$ cat src/rtl/config_pkg.sv
// Shared UART configuration: receiver state encoding, default line settings
// and the elaboration-time baud divisor calculation.
package config_pkg;

  localparam int unsigned BaudRateDefault   = 115200;
  localparam int unsigned OversampleDefault = 16;

  typedef enum logic [2:0] {
    IDLE,
    START,
    DATA,
    STOP,
    WAIT_IDLE
  } uart_rx_state_e;

  // Clock cycles per oversample tick, rounded to nearest.
  function automatic int unsigned baud_divisor(input longint unsigned clk_hz,
                                               input longint unsigned baud,
                                               input longint unsigned os);
    longint unsigned den;
    den = baud * os;
    return 32'((clk_hz + den / 64'd2) / den);
  endfunction

endpackage

$ cat src/rtl/uart_baud_gen.sv
// Oversample-tick prescaler: one-cycle tick per Divisor clocks, synchronous clear
// parks the count at zero so the tick phase follows the release of clr_i.
module uart_baud_gen #(
  parameter int unsigned Divisor = 54
) (
  input  logic clk_i,
  input  logic rst_ni,
  input  logic clr_i,
  output logic tick_o
);

  localparam int unsigned CntW = (Divisor > 1) ? $clog2(Divisor) : 1;

  logic [CntW-1:0] cnt_q, cnt_d;
  logic            tick_q, tick_d;

  always_comb begin
    cnt_d  = cnt_q + CntW'(1);
    tick_d = 1'b0;
    if (clr_i) begin
      cnt_d = '0;
    end else if (cnt_q == CntW'(Divisor - 1)) begin
      cnt_d  = '0;
      tick_d = 1'b1;
    end
  end

  always_ff @(posedge clk_i or negedge rst_ni) begin
    if (!rst_ni) begin
      cnt_q  <= '0;
      tick_q <= 1'b0;
    end else begin
      cnt_q  <= cnt_d;
      tick_q <= tick_d;
    end
  end

  assign tick_o = tick_q;

endmodule

$ cat src/rtl/uart_rx_os.sv
// Oversampling 8N1-style UART receiver with 3-sample majority vote, ready/valid
// byte output, framing-error and overrun pulses.
module uart_rx_os
  import config_pkg::*;
#(
  parameter int unsigned ClkFreqHz  = 100_000_000,
  parameter int unsigned BaudRate   = BaudRateDefault,
  parameter int unsigned Oversample = OversampleDefault,
  parameter int unsigned DataWidth  = 8
) (
  input  logic                 clk_i,
  input  logic                 rst_ni,
  input  logic                 rx_i,
  output logic [DataWidth-1:0] data_o,
  output logic                 valid_o,
  input  logic                 ready_i,
  output logic                 frame_err_o,
  output logic                 overrun_o
);

  localparam int unsigned Divisor = baud_divisor(64'(ClkFreqHz), 64'(BaudRate),
                                                 64'(Oversample));
  localparam int unsigned TickW   = $clog2(Oversample);
  localparam int unsigned BitW    = (DataWidth > 1) ? $clog2(DataWidth) : 1;
  localparam int unsigned SampA   = Oversample / 2 - 1;
  localparam int unsigned SampB   = Oversample / 2;
  localparam int unsigned SampC   = Oversample / 2 + 1;

  uart_rx_state_e       state_q, state_d;
  logic                 rx_meta_q, rx_sync_q;
  logic [TickW-1:0]     tick_cnt_q, tick_cnt_d;
  logic [BitW-1:0]      bit_cnt_q, bit_cnt_d;
  logic [DataWidth-1:0] shift_q, shift_d;
  logic                 s0_q, s0_d, s1_q, s1_d;
  logic [DataWidth-1:0] data_q, data_d;
  logic                 valid_q, valid_d;
  logic                 ferr_q, ferr_d;
  logic                 ovr_q, ovr_d;
  logic                 tick, baud_clr, majority, decide, done;

  // Prescaler idles at zero so the first tick is timed from the start edge.
  assign baud_clr = (state_q == IDLE) || (state_q == WAIT_IDLE);

  uart_baud_gen #(
    .Divisor(Divisor)
  ) u_baud_gen (
    .clk_i (clk_i),
    .rst_ni(rst_ni),
    .clr_i (baud_clr),
    .tick_o(tick)
  );

  assign majority = (s0_q & s1_q) | (s0_q & rx_sync_q) | (s1_q & rx_sync_q);
  assign decide   = tick && (tick_cnt_q == TickW'(SampC));

  always_comb begin
    state_d    = state_q;
    tick_cnt_d = tick_cnt_q;
    bit_cnt_d  = bit_cnt_q;
    shift_d    = shift_q;
    s0_d       = s0_q;
    s1_d       = s1_q;
    data_d     = data_q;
    valid_d    = valid_q;
    ferr_d     = 1'b0;
    ovr_d      = 1'b0;
    done       = 1'b0;

    if (valid_q && ready_i) valid_d = 1'b0;

    if (tick) begin
      tick_cnt_d = (tick_cnt_q == TickW'(Oversample - 1)) ? '0 : tick_cnt_q + TickW'(1);
      if (tick_cnt_q == TickW'(SampA)) s0_d = rx_sync_q;
      if (tick_cnt_q == TickW'(SampB)) s1_d = rx_sync_q;
    end

    unique case (state_q)
      IDLE: begin
        tick_cnt_d = '0;
        bit_cnt_d  = '0;
        if (!rx_sync_q) state_d = START;
      end
      START: begin
        if (decide) state_d = majority ? IDLE : DATA;
      end
      DATA: begin
        if (decide) begin
          shift_d   = {majority, shift_q[DataWidth-1:1]};
          bit_cnt_d = bit_cnt_q + BitW'(1);
          if (bit_cnt_q == BitW'(DataWidth - 1)) state_d = STOP;
        end
      end
      STOP: begin
        // Decided mid stop bit so the next start edge is never missed.
        if (decide) begin
          if (majority) begin
            done    = 1'b1;
            state_d = IDLE;
          end else begin
            ferr_d  = 1'b1;
            state_d = WAIT_IDLE;
          end
        end
      end
      WAIT_IDLE: begin
        tick_cnt_d = '0;
        if (rx_sync_q) state_d = IDLE;
      end
      default: state_d = IDLE;
    endcase

    if (done) begin
      if (!valid_q || ready_i) begin
        data_d  = shift_q;
        valid_d = 1'b1;
      end else begin
        ovr_d = 1'b1;
      end
    end
  end

  always_ff @(posedge clk_i or negedge rst_ni) begin
    if (!rst_ni) begin
      state_q    <= IDLE;
      rx_meta_q  <= 1'b1;
      rx_sync_q  <= 1'b1;
      tick_cnt_q <= '0;
      bit_cnt_q  <= '0;
      shift_q    <= '0;
      s0_q       <= 1'b1;
      s1_q       <= 1'b1;
      data_q     <= '0;
      valid_q    <= 1'b0;
      ferr_q     <= 1'b0;
      ovr_q      <= 1'b0;
    end else begin
      state_q    <= state_d;
      rx_meta_q  <= rx_i;
      rx_sync_q  <= rx_meta_q;
      tick_cnt_q <= tick_cnt_d;
      bit_cnt_q  <= bit_cnt_d;
      shift_q    <= shift_d;
      s0_q       <= s0_d;
      s1_q       <= s1_d;
      data_q     <= data_d;
      valid_q    <= valid_d;
      ferr_q     <= ferr_d;
      ovr_q      <= ovr_d;
    end
  end

  assign data_o      = data_q;
  assign valid_o     = valid_q;
  assign frame_err_o = ferr_q;
  assign overrun_o   = ovr_q;

endmodule

$ cat config.mk
export PLATFORM = sky130hd
export DESIGN_NAME = uart_rx_os
export DESIGN_NICKNAME = d
export VERILOG_FILES = /design/src/rtl/config_pkg.sv /design/src/rtl/uart_baud_gen.sv /design/src/rtl/uart_rx_os.sv
export SDC_FILE = /design/constraint.sdc
export NUM_CORES = 1
export LEC_CHECK = 0
export CORE_MARGIN = 3
export CORE_UTILIZATION = 40
export DETAILED_ROUTE_END_ITERATION = 8
export GPL_TIMING_DRIVEN = 0
export PLACE_DENSITY_LB_ADDON = 0.25
export REMOVE_ABC_BUFFERS = 1
export SLEW_MARGIN = 10
export SYNTH_ARGS = -nofsm -noshare
export SYNTH_HDL_FRONTEND = slang
export SYNTH_SLANG_ARGS = --single-unit
$ cat constraint.sdc
create_clock -name clk_i -period 3 [get_ports clk_i]
set_input_delay 0.6 -clock clk_i [delete_from_list [all_inputs] [get_ports clk_i]]
set_output_delay 0.6 -clock clk_i [all_outputs]
set_load 0.01 [all_outputs]
# == Word level (Yosys, flattened, before mapping) ==
# Cells that the tools add are included.
# word_totals
out_inout_bits,11
in_bits,4
reg_bits,40
word_cells,82
# op_classes
bitwise_logic,5
n_eq_ne,16
addsub,3
muxes,29
n_reduce_logical,15
# ops
cell,n
$mux 3,8
$pmux 3 s5,1
$mux 1,13
$eq 4x4->1 const B,3
$mux 4,3
$mux 6,2
$ne 2x2->1 const B,6
$reduce_and 2->1,5
$add 6x1->6 const B,1
$eq 3x2->1 const B,2
$eq 3x3->1 const B,2
$eq 6x6->1 const B,1
$pmux 3 s2,1
$reduce_and 6->1,1
$add 4x1->4 const B,1
$eq 4x3->1 const B,1
$reduce_bool 2->1,2
$add 3x1->3 const B,1
$and 1x1->1,3
$eq 3x1->1 const B,1
$logic_not 3->1,1
$logic_and 1x1->1,2
$logic_or 1x1->1,2
$mux 2,1
other kinds (3),4

# == Logic depth before layout (Yosys ltp) ==
# logic_depth
word_depth,7
ltp_mapped,6
ltp_nobuf,5

# == Cells and area by module ==
# A second synthesis with hierarchy kept.
# hier_totals
cells_unflattened,139
hier_area_um2,1811.7
# by_module_without_submodules
mod,instances,area_each_um2,cells_per_inst,seq_area_each_um2
uart_rx_os,1,1493.9,111,830.8
uart_baud_gen,1,317.8,28,175.2

# == Least setup slack after synthesis ==
# Ideal clock, no wire load.
# synth_timing
path_type,flip-flop to flip-flop
start,reg tick_cnt_q[0]
end,reg shift_q[0]
arrival_ps,1435
n_path_buf,1
path_slack_ps,1440
setup_time_ps,125
stages_incl_launch_ff,6
required_time_ps,2875
cell_sequence,dfrtp_1 -> ha_1 -> and4b_2 -> buf_6 -> nand3_4 -> mux2_2
# synth_between
elab_chain_cells,3
# synth_lines
item,line,text
from (decl),uart_rx_os.sv:31,"logic [TickW-1:0] tick_cnt_q, tick_cnt_d;"
from (signal assigned),uart_rx_os.sv:140,tick_cnt_q <= tick_cnt_d;
$eq 4x4->1,uart_rx_os.sv:54,assign decide = tick && (tick_cnt_q == TickW'(SampC));
$logic_and 1x1->1,uart_rx_os.sv:54,
$reduce_and 2->1 (no source line),-,
to (signal assigned),uart_rx_os.sv:142,shift_q <= shift_d;
to (decl),uart_rx_os.sv:33,"logic [DataWidth-1:0] shift_q, shift_d;"
# Every way passes these cells.
# A chain may end at the register's enable or synchronous reset.

# == Worst setup path after layout ==
# layout_timing
start,reg tick_cnt_q[1]
end,reg data_q[4] (netlist: data_o[4])
# layout_between
elab_chain_cells,5
# layout_lines
item,line,text
$eq 4x4->1,uart_rx_os.sv:54,
$logic_and 1x1->1,uart_rx_os.sv:54,
$mux 1,uart_rx_os.sv:95,if (decide) begin
$mux 1,uart_rx_os.sv:77,unique case (state_q)
$reduce_and 2->1 (no source line),-,
to (signal assigned),uart_rx_os.sv:145,data_q <= data_d;
to (decl),uart_rx_os.sv:35,"logic [DataWidth-1:0] data_q, data_d;"
# Every way passes these cells.

==> flow_summary.yaml <==
cells_and_area:
  area_growth_pct: 16.3
  antenna_cells: 0
  fin_area_mm2: 0.00207
  drive_gt1_share_pct: 22.2
  final_util_pct: 49.9
  fin_nets: 168
global_routing:
  grt_max_degree: 31
  overflow: 0
  grt_pass1_vias: 1126
  grt_pass1_wl_mm: 5.04
  grt_usage_pct: 12.4
  antenna_found_initial: 0
critical_path:
  slowest_delay_ns: 0.42
  worstSetupEndpointType: "flip-flop"
  critPathMaxFanout: 11
  rrSetupSlack_ns: 1.12
  crit_slowest_cell: "dfrtp_1"
  startpoint: "tick_cnt_q[1]"
  crit_path_cell_trace: "inv_1, ha_1, and4b_2, nand4_2, mux2_2"
  critPathRequiredTime_ns: 3.18
  start_kind: "flip-flop"
  critical_path_class: "flip-flop to flip-flop"
  reg2reg_from: "tick_cnt_q[1]"
  worstPathArrival_ns: 2.06
synth:
  synth_seq_cells: 40
  synth_top_family_by_area: "multiplexers"
  synth-xor-area-share_pct: 1.97
  syn_area_mm2: 0.00178
  seq_area_frac_synth_pct: 56.6
  ys.flop_type: "dfrtp_1"
  yosys.area_share.simple_pct: 13.6
  syn_area_per_cell_um2: 12.7
  synth_fa_ha_area_share_pct: 5.49
  ys_async_sr_fraction_pct: 100
  syn_inst: 140
  muxShareOfSynthArea_pct: 13.7
  synth-edff-count: 0
  synth-compound-area-share_pct: 5.84
  yosysUniqueCellTypes: 37
  yosysWarnings: 0
placed_design:
  place_congestion: 0.725
  placed_cell_area_mm2: 0.00196
  io_buffer_count: 14
  detailed_place_hpwl_mm: 2.00
pwr:
  finalPower_mw: 0.988
  power_density_mw_per_mm2: 478
  vdd_drop_max_mv: 0.299
  p_leak_nw: 0.961
clocking:
  cts_sinks: 40
  clk_path_buf_depth: 2
  cts-buffers-inserted: 5
  clk_pin_slew_ns: 0.08
  tritoncts: "yes"
  cts_hold_buf: 0
  cts.repair.resized: 0
  cts_root_buffer: "clkbuf_8"
  post_cts_buffers: 0
  htreeDepth: 2
  clock_latency_ns: 0.29
timing:
  setup_viol: 0
  finalCriticalPeriod_ns: 1.88
  tightest_slew_ns: 0.520
  finClkSkew_ns: 0.00481
  maxSlewViolCount: 0
  holdWs_ns: 0.172
  setup_tns_ns: 0
  rsz0062_at_grt: "no"
  max_freq_mhz: 533
  finalCritPeriodShare_pct: 62.5
  hold_violations: 0
  relSlewSlack_pct: 65.2
detailed_routing:
  drt-total-wl_mm: 2.83
  drtPass1Iterations: 4
  ant_nets: 0
  vias_per_cell: 5.12
  num_vias: 1065
  post_drt_wl_per_cell_um: 13.6
  drtIter0Drc: 47
  drc: 0
floorplan:
  core_area_mm2: 0.00414
  start_util_pct: 42.9
  die-area_mm2: 0.00528
  die_w_um: 72.7
  ios: 15
  dieHeight_um: 72.7
  rows: 23
run_status:
  status: "complete, no violations"
hold_path:
  min_path_type: "input port to asynchronous set/reset pin"
flow_run:
  maxCapViolations: 0
-- registers in the layout, indices dropped and copies added, names as in the netlist --
register	flops
bit_cnt_q	3
rx_sync_q	1
overrun_o	1
valid_o	1
s1_q	1
rx_meta_q	1
data_o	8
frame_err_o	1
s0_q	1
u_baud_gen.tick_o	1
tick_cnt_q	4
shift_q	8
state_q	3
u_baud_gen.cnt_q	6
-- cells in the mapped netlist (2+ instances only) --
master / instances / area, um2
a21oi_1: 4 / 20.0
and3b_1: 2 / 17.5
buf_4: 2 / 15.0
dfrtp_1: 36 / 901
dfstp_2: 4 / 105
ha_1: 7 / 87.6
inv_1: 4 / 15.0
mux2_2: 18 / 203
mux2i_1: 4 / 40.0
nand2_1: 6 / 22.5
nand2b_1: 2 / 12.5
nand3_1: 6 / 30.0
nand3b_1: 2 / 15.0
nor2_1: 13 / 48.8
nor3b_1: 2 / 15.0
o21ai_0: 3 / 15.0
o2bb2ai_1: 3 / 26.3
xor2_1: 3 / 26.3
-- critical path: cells and delay by family (launching register included) --
kind / cells / cell delay (ns)
flops: 1 / 0.42
simple gates: 2 / 0.75
fa+ha+maj: 1 / 0.13
buf+inv: 1 / 0.09
mux: 1 / 0.37
-- cell usage in the layout (no fill, tap or decap), drive strengths merged, types with 2 or more instances in the layout --
cell type	Yosys	final
nand2	6	6
dfrtp	36	36
nor2	13	13
nand4	2	2
o21ai	3	3
nand2b	2	2
dfstp	4	4
clkbuf	1	6
ha	7	7
nor3b	2	2
xor2	3	3
clkdlybuf4s50	0	13
o2bb2ai	3	3
nand3	7	7
buf	4	2
mux2	18	18
inv	4	4
a21oi	4	4
nand3b	2	2
mux2i	4	4
and3b	2	2
-- final cells by class --
type / count / area, um2
well taps: 50 / 62.6
clock buffers: 6 / 72.6
repair buffers: 15 / 155
clock inverters: 2 / 35.0
flip-flops and latches: 40 / 1010
fillers: 368 / 2080
inverters: 4 / 15.0
multi-input cells: 91 / 721
-- metal layers --
| layer | vias to the layer above | part of all wire [%] | track usage (%) |
|---|---|---|---|
| li1 | 528 | - | - |
| met1 | 511 | 47 | 15.4 |
| met2 | 20 | 47 | 19.2 |
| met3 | 6 | 5.0 | 5.51 |
| met4 | 0 | 1.3 | 4.30 |
| met5 | - | 0 | 0 |
-- power by group --
part	switching (mW)	leakage (nW)	internal [mW]
clock network	0.182	0.0552	0.247
registers	0.000979	0.530	0.541
logic	0.0109	0.376	0.00591
total	0.194	0.961	0.794
-- metrics by stage --
step / worst slack, ns / cells
final: 1.12 / 208
after global routing: 1.03 / 208
after CTS: 1.12 / 208
after detailed placement: 1.04 / 200
after global placement: 0.426 / 199
after floorplan: 1.34 / 135
-- kinds of logic after synthesis --
group                    count (synthesis)
flip-flops                              40
AND/OR/NAND/NOR                         42
adder cells (fa/ha/maj)                  8
buffers and inverters                    9
AO/OA/AOI/OAI                           15
multiplexers                            22
XOR/XNOR                                 4
-- worst paths after layout --
kind,to,depth (start not counted)
max in group asynchronous,s1_q,2
setup / recovery,data_o[4],5
min in group clk_i,rx_sync_q,0
setup reg to reg,data_o[4],5
hold / removal,frame_err_o,1
hold reg to reg,rx_sync_q,0
Note: power is estimated with default switching activity, not from simulation.
==> patch 1: new RTL, config.mk and constraints unchanged <==
The 5 states of `uart_rx_state_e` get a Gray code encoding in 3 bits.
--- a/src/rtl/config_pkg.sv
+++ b/src/rtl/config_pkg.sv
@@ -7,9 +7,9 @@
 
   typedef enum logic [2:0] {
-    IDLE,
-    START,
-    DATA,
-    STOP,
-    WAIT_IDLE
+    IDLE      = 3'b000,
+    START     = 3'b001,
+    DATA      = 3'b011,
+    STOP      = 3'b010,
+    WAIT_IDLE = 3'b110
   } uart_rx_state_e;
 
Formal check against the unedited RTL: same outputs for any inputs over 10 cycles, from zero or initial values and one cycle with rst_ni low; not proved beyond that.
==> patch 1 against the original RTL <==
Cell count increased by 2.4%; total power up 4.0%; area after synthesis grew 2.0%; routed wire length grew 4.2%; setup slack gained 0.041 ns; sequential cell count unchanged; clock power is 8.6% higher; cell area up 2.3%; synthesized cell count is 5.0% higher; die area rose by 1.9%.
==> patch 1: results (changes against the original RTL) <==
<table>
<tr><th>Metric</th><th>Value</th></tr>
<tr><th colspan="2">Logic synthesis</th></tr>
<tr><td>List of most frequent post-synthesis cells</td><td>sky130_fd_sc_hd__dfrtp_1, sky130_fd_sc_hd__mux2_2, sky130_fd_sc_hd__nor2_1, sky130_fd_sc_hd__a21oi_1 (was sky130_fd_sc_hd__dfrtp_1, sky130_fd_sc_hd__mux2_2, sky130_fd_sc_hd__nor2_1, sky130_fd_sc_hd__ha_1)</td></tr>
<tr><td>Synthesized instance count</td><td>147 (was 140)</td></tr>
<tr><td>Portion of the post-synthesis area used by sequential elements</td><td>55.4% (was 56.6%)</td></tr>
<tr><td>Distinct cell type count after synthesis</td><td>36 (was 37)</td></tr>
<tr><td>Prevailing post-synth register cell</td><td>sky130_fd_sc_hd__dfrtp_1 (unchanged)</td></tr>
<tr><th colspan="2">Placed design</th></tr>
<tr><td>Routability congestion estimate from global placement</td><td>0.798 (was 0.725)</td></tr>
<tr><td>Worst slack at placement</td><td>1.00 ns (was 1.04 ns)</td></tr>
<tr><td>Cell total after placement</td><td>205 (was 200)</td></tr>
<tr><td>DP HPWL</td><td>2.16 mm (was 2.00 mm)</td></tr>
<tr><th colspan="2">Pwr</th></tr>
<tr><td>VDD IR max</td><td>0.288 mV (was 0.299 mV)</td></tr>
<tr><th colspan="2">Setup path</th></tr>
<tr><td>Cell class contributing the biggest share of worst-path delay</td><td>simple AND/OR/NAND/NOR gates (unchanged)</td></tr>
<tr><td>Data arrival time of the worst path</td><td>2.01 ns (was 2.06 ns)</td></tr>
<tr><th colspan="2">Clocking</th></tr>
<tr><td>Clk root buf</td><td>sky130_fd_sc_hd__clkbuf_8 (unchanged)</td></tr>
<tr><td>Clock Pin Slew Worst Setup and Hold Paths</td><td>around 0.07 ns</td></tr>
<tr><th colspan="2">Finish</th></tr>
<tr><td>Number of fillers in the final layout</td><td>362 (was 368)</td></tr>
<tr><td>Fraction of final layout cells sized beyond drive strength 1</td><td>21.5% (was 22.2%)</td></tr>
<tr><td>Final net count</td><td>173 (was 168)</td></tr>
<tr><th colspan="2">Detailed routing</th></tr>
<tr><td>Starting DRC count in detailed routing</td><td>56 (was 47)</td></tr>
<tr><td>Total wirelength of the detailed-routed design</td><td>2.95 mm (was 2.83 mm)</td></tr>
<tr><td>Vias per cell</td><td>5.15 (was 5.12)</td></tr>
<tr><td>Vias after detailed routing</td><td>1097 (was 1065)</td></tr>
<tr><th colspan="2">Global routing</th></tr>
<tr><td>Global-route wire length before repair</td><td>5.12 mm (was 5.04 mm)</td></tr>
<tr><td>Largest net degree at the start of global routing</td><td>24 (was 31)</td></tr>
<tr><td>Global-route total usage across every layer</td><td>12.3% (was 12.4%)</td></tr>
<tr><th colspan="2">Outcome</th></tr>
<tr><td>Status</td><td>complete, no violations (unchanged)</td></tr>
<tr><th colspan="2">Timing</th></tr>
<tr><td>Relative slew margins</td><td>67.7% (was 65.2%)</td></tr>
<tr><td>Setup Skew</td><td>0.00296 ns (was 0.00481 ns)</td></tr>
</table>
-- patch 1: stage by stage --
step	utilization [%]	instance area [µm²]	total power [mW]	hold WS [ns]
after global routing	50.7	2110	1.07	0.267
after CTS	50.7	2110	1.04	0.252
after detailed placement	47.6	1990	0.572	0.348
after floorplan	-	1760	0.554	0.304
final	50.7	2110	1.03	0.248
after global placement	47.1	1970	0.568	0.347
-- patch 1: path summary, 6_finish.rpt --
| check | cells past startpoint | startpoint | slack (ns) | end |
|---|---|---|---|---|
| hold / removal | 1 | rst_ni | 0.25 | tick_cnt_q[0]$_DFFE_PN0P_ |
| setup / recovery | 5 | tick_cnt_q[1]$_DFFE_PN0P_ | 1.17 | shift_q[4]$_DFFE_PN0P_ |
| setup reg to reg | 5 | tick_cnt_q[1]$_DFFE_PN0P_ | 1.17 | shift_q[4]$_DFFE_PN0P_ |
| min in group clk_i | 0 | rx_meta_q$_DFF_PN1_ | 0.36 | rx_sync_q$_DFF_PN1_ |
| hold reg to reg | 0 | rx_meta_q$_DFF_PN1_ | 0.36 | rx_sync_q$_DFF_PN1_ |
| max in group asynchronous | 2 | rst_ni | 2.31 | shift_q[6]$_DFFE_PN0P_ |
-- patch 1: routing by layer --
layer / up-vias / global-route usage (%) / wire length (µm)
met5: - / 0 / 0
met4: 0 / 4.23 / 32
met3: 5 / 3.97 / 99
met2: 9 / 19.8 / 1420
met1: 533 / 15.5 / 1400
li1: 550 / - / -
-- patch 1: cell families (layout without fill, tap and decap cells) --
kind of cell	count (synthesis)	in the layout	synth area share [%]
compound gates	20	20	7.52
mux	19	19	11.7
buf+inv	10	26	3.45
simple gates	45	45	14.0
xor+xnor	5	5	2.41
flops	40	40	55.4
fa+ha+maj	8	8	5.45
-- patch 1: final cells by class --
type	count	area, µm²	area share (%)
multi-input cells	97	746	35.3
clock inverters	1	30.0	1.42
well taps	50	62.6	2.96
clock buffers	7	96.3	4.56
flip-flops and latches	40	1010	47.6
repair buffers	15	163	7.69
inverters	3	11.3	0.533
-- patch 1: where the power goes --
part / switching (mW) / internal [mW]
Combinational: 0.0109 / 0.00708
Clock: 0.173 / 0.293
Sequential: 0.00126 / 0.542
Total: 0.185 / 0.842
==> patch 2: new RTL, same flow settings <==
Without the edit above. Set the package constant `BaudRateDefault` to 28800 (it was 115200).
--- a/src/rtl/config_pkg.sv
+++ b/src/rtl/config_pkg.sv
@@ -3,5 +3,5 @@
 package config_pkg;
 
-  localparam int unsigned BaudRateDefault   = 115200;
+  localparam int unsigned BaudRateDefault   = 28800;
   localparam int unsigned OversampleDefault = 16;
 
Formal check against the unedited RTL: no difference found for any inputs over 10 cycles, from zero or initial values and one cycle with rst_ni low; that may be too few to reach the edited logic, so the function may still have changed.
==> patch 2 against the original RTL <==
Total power grew 13%; sequential power up 5.0%; sequential cell count increased by 2; synthesized cell count rose by 13%; clock power grew 24%; cell area rose by 11%; routed wire length grew 22%; setup slack worse by 0.51 ns; combinational power increased by 10%; sequential share of layout area fell by 2.7 points; area after synthesis is 9.4% higher; maximum frequency fell by 21%; cell count rose by 16%; critical path type unchanged; largest cell class unchanged; largest power group unchanged.
==> patch 2: results (changes against the original RTL) <==
<table>
<tr><th>Metric</th><th>Value</th></tr>
<tr><th colspan="2">Global routing</th></tr>
<tr><td>Number of global-route vias before repair</td><td>1353 (was 1126)</td></tr>
<tr><td>Met1 Resource Use GR</td><td>16.3% (was 15.4%)</td></tr>
<tr><td>Global routing usage on met2</td><td>24.9% (was 19.2%)</td></tr>
<tr><td>Largest net degree at the start of global routing</td><td>23 (was 31)</td></tr>
<tr><td>Met3 Track Usage GR</td><td>3.17% (was 5.51%)</td></tr>
<tr><th colspan="2">Setup path</th></tr>
<tr><td>Crit-path slowest cell</td><td>sky130_fd_sc_hd__or4b_1 (was sky130_fd_sc_hd__dfrtp_1)</td></tr>
<tr><td>Data arrival time of the worst path</td><td>2.56 ns (was 2.06 ns)</td></tr>
<tr><th colspan="2">Finish</th></tr>
<tr><td>Non-filler cells, final</td><td>241 (was 208)</td></tr>
<tr><th colspan="2">Logic synthesis</th></tr>
<tr><td>Avg Cell Area, Syn</td><td>12.3 µm² (was 12.7 µm²)</td></tr>
<tr><td>Mux contribution to synthesized area</td><td>14.0% (was 13.7%)</td></tr>
<tr><td>List of most frequent post-synthesis cells</td><td>sky130_fd_sc_hd__dfrtp_1, sky130_fd_sc_hd__mux2_2, sky130_fd_sc_hd__nor2_1, sky130_fd_sc_hd__mux2_4 (was sky130_fd_sc_hd__dfrtp_1, sky130_fd_sc_hd__mux2_2, sky130_fd_sc_hd__nor2_1, sky130_fd_sc_hd__ha_1)</td></tr>
<tr><td>Portion of the post-synthesis area used by sequential elements</td><td>54.3% (was 56.6%)</td></tr>
<tr><td>Distinct cell type count after synthesis</td><td>42 (was 37)</td></tr>
<tr><td>Area fraction in compound gates after synthesis</td><td>8.62% (was 5.84%)</td></tr>
<tr><td>Adder-Cell Fraction of Synth Area</td><td>5.02% (was 5.49%)</td></tr>
<tr><th colspan="2">Timing</th></tr>
<tr><td>Relative slew margins</td><td>46.9% (was 65.2%)</td></tr>
<tr><th colspan="2">Outcome</th></tr>
<tr><td>Status</td><td>complete, no violations (unchanged)</td></tr>
<tr><th colspan="2">Pwr</th></tr>
<tr><td>VDD IR max</td><td>0.314 mV (was 0.299 mV)</td></tr>
<tr><th colspan="2">Detailed routing</th></tr>
<tr><td>Vias after detailed routing</td><td>1290 (was 1065)</td></tr>
<tr><td>Wire length per cell after detailed routing</td><td>14.4 µm (was 13.6 µm)</td></tr>
</table>
patch 2: final timing paths:
kind | start | slack, ns | depth (start not counted) | end
max | tick_cnt_q[1]$_DFFE_PN0P_ | 0.62 | 5 | shift_q[3]$_DFFE_PN0P_
min | rst_ni | 0.27 | 1 | data_o[1]$_DFFE_PN0P_
max reg2reg | tick_cnt_q[1]$_DFFE_PN0P_ | 0.62 | 5 | shift_q[3]$_DFFE_PN0P_
min reg2reg | rx_meta_q$_DFF_PN1_ | 0.36 | 0 | rx_sync_q$_DFF_PN1_
max in group asynchronous | rst_ni | 2.16 | 2 | rx_sync_q$_DFF_PN1_
min in group clk_i | rx_meta_q$_DFF_PN1_ | 0.36 | 0 | rx_sync_q$_DFF_PN1_
patch 2: metrics by stage:
| stage | hold WS, ns | instance area [µm²] | setup WS [ns] |
|---|---|---|---|
| after global placement | 0.346 | 2140 | 0.364 |
| final | 0.273 | 2300 | 0.618 |
| after global routing | 0.299 | 2300 | 0.456 |
| after floorplan | 0.304 | 1920 | 0.832 |
| after detailed placement | 0.350 | 2160 | 0.591 |
| after CTS | 0.278 | 2300 | 0.601 |
patch 2: where the power goes:
group | leakage (nW) | switching [mW] | internal (mW) | total (mW)
Sequential | 0.558 | 0.00110 | 0.568 | 0.569
Clock | 0.0683 | 0.199 | 0.333 | 0.532
Combinational | 0.424 | 0.0117 | 0.00684 | 0.0185
patch 2: routing by layer:
metal  part of all wire, %  vias to the layer above
met5                     0                        -
met4                   1.2                        0
met3                   3.8                        5
met2                    53                       25
met1                    42                      657
li1                      -                      603
patch 2: cell type report:
class	instances	area (µm²)
clock buffer	5	68.8
clock inverter	3	68.8
fill	410	2230
inverter	7	26.3
multi-input combinational	104	836
sequential	42	1060
tap	65	81.3
timing repair buffer	15	163
